[config.mk]
export PLATFORM = sky130hd
export DESIGN_NAME = mult_accumulator
export DESIGN_NICKNAME = d
export VERILOG_FILES = /design/src/rtl/mult_accumulator.sv
export SDC_FILE = /design/constraint.sdc
export NUM_CORES = 1
export LEC_CHECK = 0
export ABC_AREA = 1
export CORE_MARGIN = 10
export CORE_UTILIZATION = 50
export CTS_CLUSTER_DIAMETER = 50
export CTS_CLUSTER_SIZE = 28
export DETAILED_ROUTE_END_ITERATION = 10
export HOLD_SLACK_MARGIN = 0.12
export MAX_ROUTING_LAYER = met4
export PLACE_DENSITY = 0.81
export SLEW_MARGIN = 5
export SYNTH_ARGS = -nofsm -noshare
export SYNTH_HDL_FRONTEND = slang
export SYNTH_SLANG_ARGS = --single-unit
[constraint.sdc]
create_clock -name clk -period 2.4 [get_ports clk]
set_input_delay 0.48 -clock clk [delete_from_list [all_inputs] [get_ports clk]]
set_output_delay 0.48 -clock clk [all_outputs]
set_load 0.01 [all_outputs]
[src/rtl/mult_accumulator.sv]
// Accumulates a programmed number of 8-bit products into a saturating ACC_W-bit sum.
// The final result is held until the consumer accepts it.
module mult_accumulator #(
  parameter int unsigned ACC_W = 12
) (
  input  logic             clk,
  input  logic             rst,
  input  logic             start,
  input  logic [3:0]       len,
  input  logic             p_valid,
  input  logic [7:0]       p_in,
  output logic             p_ready,
  output logic [ACC_W-1:0] acc_out,
  output logic             out_valid,
  input  logic             out_ready,
  output logic             busy,
  output logic             ovf
);

  localparam int unsigned CNT_W = 4;
  localparam int unsigned SUM_W = ACC_W + 1;

  typedef enum logic [1:0] {
    IDLE  = 2'd0,
    ACCUM = 2'd1,
    DONE  = 2'd2
  } state_t;

  state_t             state_q, state_d;
  logic [CNT_W-1:0]   cnt_q, cnt_d;
  logic [ACC_W-1:0]   acc_q, acc_d;
  logic               ovf_q, ovf_d;
  logic               p_ready_q, busy_q, out_valid_q;
  logic [SUM_W-1:0]   sum;
  logic               accept;

  // Status flags are registered from the next state so they always track state_q.
  always_ff @(posedge clk) begin
    if (rst) begin
      state_q     <= IDLE;
      cnt_q       <= '0;
      acc_q       <= '0;
      ovf_q       <= 1'b0;
      p_ready_q   <= 1'b0;
      busy_q      <= 1'b0;
      out_valid_q <= 1'b0;
    end else begin
      state_q     <= state_d;
      cnt_q       <= cnt_d;
      acc_q       <= acc_d;
      ovf_q       <= ovf_d;
      p_ready_q   <= (state_d == ACCUM);
      busy_q      <= (state_d != IDLE);
      out_valid_q <= (state_d == DONE);
    end
  end

  assign sum    = {1'b0, acc_q} + SUM_W'(p_in);
  assign accept = p_valid && (state_q == ACCUM);

  // Next-state and datapath update.
  always_comb begin
    state_d = state_q;
    cnt_d   = cnt_q;
    acc_d   = acc_q;
    ovf_d   = ovf_q;

    case (state_q)
      IDLE: begin
        if (start) begin
          acc_d   = '0;
          ovf_d   = 1'b0;
          cnt_d   = len;
          state_d = (len != 4'd0) ? ACCUM : DONE;
        end
      end

      ACCUM: begin
        if (accept) begin
          if (sum[ACC_W]) begin
            acc_d = '1;
            ovf_d = 1'b1;
          end else begin
            acc_d = sum[ACC_W-1:0];
          end
          cnt_d = cnt_q - CNT_W'(1);
          if (cnt_q == CNT_W'(1)) begin
            state_d = DONE;
          end
        end
      end

      DONE: begin
        if (out_ready) begin
          state_d = IDLE;
        end
      end

      default: begin
        state_d = IDLE;
      end
    endcase
  end

  assign p_ready   = p_ready_q;
  assign busy      = busy_q;
  assign out_valid = out_valid_q;
  assign acc_out   = acc_q;
  assign ovf       = ovf_q;

endmodule

==> key figures, run 1 <==
Floorplanning
  • Die Span Y: roughly 74 um
  • Die span in x: roughly 74 um
  • I/O Pins: 33
  • Starting Density: 0.530
  • Die ar.: 0.00552 mm2
  • Num rows: 19
  • Core box area: between 0.002 and 0.003 mm2

Placed design
  • DP Worst Slack: 0.0212 ns
  • RD Place Congestion: 0.859
  • I/O Buffers: 32
  • Dpl cell area: 0.00187 mm2
  • DP HPWL: just under 3000 um

Clocking
  • CTS tree: done
  • Root Buffer: clkbuf_4
  • Worst-path clk slew: approximately 0.13 ns
  • Clk_lat worst skew: 0.32 ns
  • PostCTS Resize Cnt: 0
  • CTS max path bufs: 2
  • Post-CTS setup repair buffer count: 0
  • Cts hold-fix bufs: 0
  • CTS buffer count: 3
  • H-tree depth: 1
  • CTS sink count: 22

Timing
  • Fin. Hold Viols: 0
  • PnR worst setup slack: 0.363 ns
  • Pins Over Slew Limit: 0
  • Max frequency: between 400 and 500 MHz
  • Actual slew at the worst max-slew pin: 0.318 ns
  • Setup-failing EPs final: 0
  • Tcrit/Tclk final: 0.849
  • Fin Setup TNS: 0 ns
  • Worst slew margin: 0.788
  • Clk_skew: between 0.003 and 0.004 ns
  • RSZ-0062 raised after global routing: false
  • Fin crit period: 2.04 ns

Synthesis
  • Syn Inst Count: 219
  • Netlist cell types: 31
  • Synth warn: 0
  • Mapped Area: 0.00148 mm2
  • Avg Inst Size Synth: 6.74 um2
  • Flops & latches, synth: 22
  • Synthesized net count: ~250
  • Post-synthesis sequential area ratio: 0.299

Setup path
  • Crit-path cells: clkdlybuf4s50_1 > ha_1 > fa_1 > nand2_1 > nand3_2 > nand3_1 > nand2_2 > nand2_2 > clkinv_2 > a21oi_1 > a21oi_1
  • Worst-case reg-to-reg path depth: 10
  • CP arrival: 2.27 ns
  • Buf+Inv Stages, Crit Path: 2
  • R2R setup slack: 0.58 ns
  • CP Max Fanout: 7
  • Max incr delay on CP: 0.41 ns
  • CP startpoint kind: input pin
  • R2R Path End: acc_out[5]
  • Kind of cell adding the most delay to the critical path: adder cells
  • Slowest CP cell: clkdlybuf4s50_1
  • Setup CP Type: input pin to flop
  • CP endpoint kind: flop
  • RR Startpoint: acc_out[0]
  • Worst Path Required: 2.63 ns

Layout
  • Final instance area: 0.00192 mm2
  • Layout cells sized above 1: 0.0965
  • Area grow syn2layout: 30.2%
  • Diodes inserted: 0
  • Nets: 288

Global route
  • Vias in the first global route: approximately 1500
  • First-pass GRT wire length: about 6400 um
  • Gr ovfl total: 0
  • Initial antenna violation count: 0
  • Largest net degree at the start of global routing: 14
  • GR Util All Layers: 0.146

Pwr
  • Leak: 0.874 nW
  • NetSw: 0.268 mW
  • Pwr Density: 481 mW/mm2
  • Max rail drop VDD: approximately 0.45 mV
  • Share of power burned in registers: 0.435
  • Switching Share: 0.290
  • Combinational share of power: 0.242
  • Clock network power share: 0.323
  • Internal power: approximately 0.66 mW

Run status
  • Status: finished clean

Worst hold path
  • Hold crit path type: flop to flop
  • Hold Path Sink: ovf
  • Worst hold start: ovf
  • Hold Path Depth: 2

Drt
  • Post-route ant nets: 0
  • Via count: 1482
  • Routed wire per std cell: 12.6 um
  • DR iter-0 viols: 53
  • Post-Route WL: between 3000 and 4000 um
  • Drt pass-1 iters: 4
  • Residual DRC: 0
  • DR vias/cell: about 5.1

Run
  • Max-cap violation count: 0
==> area by class of cell <==
| cell class | count | area (um2) |
|---|---|---|
| inverter | 30 | 119 |
| tap | 31 | 38.8 |
| multi-input combinational | 164 | 897 |
| sequential | 22 | 440 |
| fill | 265 | 861 |
| clock buffer | 3 | 22.5 |
| clock inverter | 1 | 30.0 |
| timing repair buffer | 39 | 373 |
==> synthesized netlist by cell type <==
cell       n  area (um2)
o211ai_1   1        7.51
clkbuf_1   1        3.75
o21ai_0    6        30.0
a211oi_1   2        15.0
nand3_1   16        80.1
buf_1      1        3.75
a31oi_1    4        25.0
a211oi_2   1        12.5
a32oi_1    1        8.76
xor2_1     1        8.76
nor3_1     1        5.00
or2_2      1        6.26
clkinv_2   1        5.00
fa_1       1        20.0
xnor2_1    2        17.5
buf_6      1        11.3
inv_1     26        97.6
nand2_2    2        12.5
nor2_1    20        75.1
dfxtp_1   22         440
nand2_1   64         240
nand4_1    3        18.8
inv_6      1        8.76
nor2_4     2        22.5
nand2_8    1        20.0
a21oi_1   21         105
nand3_2    1        10.0
o221ai_1   1        8.76
nand2_4    2        22.5
inv_2      2        7.51
ha_1      10         125
==> worst min-delay path, stage by stage (launching register included) <==
cell	delay (ns)
dfxtp_1	0.35
nand2_1	0.06
a21oi_1	0.06
==> worst max path at each step <==
stage | start | to | slack [ns] | depth (start not counted)
after floorplan | p_in[0] | acc_out[11] | 0.45 | 10
after global placement | p_in[0] | acc_out[2] | 0.09 | 11
after detailed placement | p_in[0] | acc_out[5] | 0.02 | 11
after CTS | p_in[0] | acc_out[5] | 0.38 | 11
after global routing | p_in[0] | acc_out[7] | 0.20 | 11
final | p_in[0] | acc_out[5] | 0.36 | 11
==> cell usage in the layout (no fill, tap or decap), types with 3 or more instances in the layout <==
cell type / n
dfxtp_1: 22
ha_1: 10
inv_1: 26
nor2_1: 20
a21oi_1: 21
nand4_1: 3
o21ai_0: 6
a31oi_1: 4
clkdlybuf4s50_1: 32
nand3_1: 16
nand2_1: 64
clkbuf_4: 3
buf_4: 7
==> kinds of logic (layout without fill, tap and decap cells) <==
family / after synthesis / in the layout / synth area share
AOI/OAI and AO/OA: 37 / 37 / 0.144
xor gates and xnor gates: 3 / 3 / 0.0178
adders and majority gates: 11 / 11 / 0.0984
buffers and inverters: 33 / 73 / 0.0933
DFF: 22 / 22 / 0.299
and+or+nand+nor: 113 / 113 / 0.348
==> state kept, by name, summed over array words and instances, names as in the netlist <==
| register | cells |
|---|---|
| busy | 1 |
| state_q | 2 |
| cnt_q | 4 |
| p_ready | 1 |
| acc_out | 12 |
| ovf | 1 |
| out_valid | 1 |
==> metrics by stage <==
step                hold WS, ns  power, mW  cells   util
floorplan                 0.485      0.551    219      -
global placement          0.467      0.632    286  0.672
detailed placement        0.470      0.633    286  0.672
CTS                       0.494      0.929    290  0.691
global route              0.519      0.972    290  0.691
finish                    0.495      0.924    290  0.691
==> power groups by stage <==
| stage | Combinational (mW) | Sequential, mW | Clock, mW |
|---|---|---|---|
| finish | 0.224 | 0.402 | 0.298 |
| detailed placement | 0.223 | 0.410 | 0 |
| global placement | 0.222 | 0.410 | 0 |
| global route | 0.255 | 0.404 | 0.313 |
| CTS | 0.225 | 0.402 | 0.302 |
| floorplan | 0.139 | 0.412 | 0 |
==> metal layers <==
metal	wire [um]	up-vias	global-route usage
met1	1640	654	0.168
met4	63	0	0.0650
li1	-	790	-
met5	0	-	-
met3	249	4	0.0359
met2	1700	34	0.236
Note: power is estimated with default switching activity, not from simulation.
==> run 2, diff against run 1 <==
Clock period 2.4 ns to 2.1 ns, I/O delays scaled along.
==> key figures, run 2 (same netlist as run 1, synthesis figures left out) <==
Floorplanning
  • Num rows: 19
  • Die ar.: 0.00552 mm2
  • I/O Pins: 33
  • Die Span Y: roughly 74 um
  • Core box area: 0.00278 mm2
  • Starting Density: 0.530
  • Die span in x: 74.3 um

Setup path
  • CP arrival: 2.19 ns
  • Worst Path Required: between 2 and 2.5 ns
  • CP startpoint kind: input pin
  • CP Max Fanout: 7
  • Max incr delay on CP: 0.41 ns
  • Slowest CP cell: clkdlybuf4s50_1
  • Crit-path cells: clkdlybuf4s50_1 > ha_1 > fa_1 > nand2_1 > nand3_2 > nand3_1 > nand2_2 > nand2_2 > clkinv_2 > a21oi_1 > a21oi_1
  • Setup CP Type: input pin to flop
  • CP endpoint kind: flop

Pwr
  • Internal power: 0.762 mW
  • Switching Share: 0.294
  • Max rail drop VDD: 0.562 mV
  • NetSw: 0.317 mW
  • Combinational share of power: 0.252
  • Leak: 0.909 nW
  • Share of power burned in registers: 0.426
  • Clock network power share: 0.321
  • Final Power: about 1.1 mW
  • Pwr Density: 546 mW/mm2

Global route
  • GR Util All Layers: 0.149
  • Initial antenna violation count: 0
  • Gr ovfl total: 0
  • Vias in the first global route: ~1500
  • Largest net degree at the start of global routing: 14
  • First-pass GRT wire length: 6530 um

Layout
  • Register area: 440 um2
  • Layout cells sized above 1: 0.120
  • Multi-input logic area: around 900 um2
  • Post-Layout Cell Count: about 300
  • Area grow syn2layout: 33.8%
  • Diodes inserted: 0
  • Nets: 295
  • Most common cell after layout, fill and taps aside: nand2_1
  • Final Util: 0.709
  • Most frequent cells in the layout: nand2_1 (64), clkdlybuf4s50_1 (32), inv_1 (26), dfxtp_1 (22), a21oi_1 (21)
  • # fillers: 237
  • Max reg flops: 12

Drt
  • Drt pass-1 iters: 4
  • Via count: 1530
  • Post-Route WL: 3860 um
  • Residual DRC: 0
  • DR vias/cell: 5.15
  • DR iter-0 viols: 75
  • Routed wire per std cell: roughly 13 um
  • Post-route ant nets: 0

Timing
  • Tcrit/Tclk final: 0.928
  • Setup-failing EPs final: 0
  • Clk_skew: ~0.0074 ns
  • Worst slew margin: 0.781
  • Pins Over Slew Limit: 0
  • RSZ-0062 raised after global routing: false
  • Fin. Hold Viols: 0
  • Fin crit period: 1.95 ns
  • Actual slew at the worst max-slew pin: 0.329 ns
  • Max frequency: around 510 MHz

Clocking
  • Post-CTS setup repair buffer count: 0
  • CTS tree: done
  • CTS max path bufs: 2
  • CTS sink count: 22
  • Clk_lat worst skew: 0.33 ns
  • CTS buffer count: 3
  • Worst-path clk slew: 0.14 ns
  • Root Buffer: clkbuf_4
  • H-tree depth: 1
  • Cts hold-fix bufs: 0
  • PostCTS Resize Cnt: 0

Run status
  • Status: finished clean

Placed design
  • Cells after DPL: 293
  • RD Place Congestion: 0.888
  • DP HPWL: 3040 um
  • I/O Buffers: 32

Run
  • Max-cap violation count: 0

Worst hold path
  • Hold crit path type: flop to flop
[run 2: worst max-delay path: cells and delay by family]
kind / cells / cell delay [ns]
buffers and inverters: 2 / 0.53
AND/OR/NAND/NOR: 5 / 0.39
adder cells (fa/ha/maj): 2 / 0.60
AO/OA/AOI/OAI: 2 / 0.23
[run 2: final timing paths]
kind,from,cells after the start,to,slack (ns)
max reg2reg,acc_out[0],10,acc_out[6],0.31
min,ovf,2,ovf,0.49
max,p_in[0],11,acc_out[6],0.15
min reg2reg,ovf,2,ovf,0.49
[run 2: power groups by stage]
| stage | sequential [mW] | combinational (mW) | clock (mW) |
|---|---|---|---|
| after global placement | 0.468 | 0.268 | 0 |
| after global routing | 0.462 | 0.306 | 0.361 |
| after CTS | 0.460 | 0.274 | 0.350 |
| after floorplan | 0.470 | 0.159 | 0 |
| final | 0.460 | 0.272 | 0.347 |
| after detailed placement | 0.468 | 0.271 | 0 |
[run 2: metrics by stage]
step	area [um2]	TNS, ns	worst slack, ns	hold WS [ns]
final	1970	0	0.151	0.488
after global routing	1970	0	0.0316	0.517
after CTS	1970	0	0.163	0.491
after detailed placement	1920	-2.05	-0.212	0.469
after global placement	1920	-1.52	-0.150	0.467
after floorplan	1480	0	0.209	0.485
[run 2: cell type report]
class / count / area share
clock buffers: 3 / 0.0114
clock inverters: 1 / 0.0152
inverters: 30 / 0.0602
multi-input cells: 164 / 0.455
flip-flops and latches: 22 / 0.223
well taps: 31 / 0.0197
repair buffers: 46 / 0.216
[run 2: layer usage]
metal  share of wire  routed length [um]  track usage
met4           0.020                  77       0.0508
met2            0.47                1820        0.251
met3           0.064                 248       0.0426
met5               0                   0            -
met1            0.44                1720        0.164
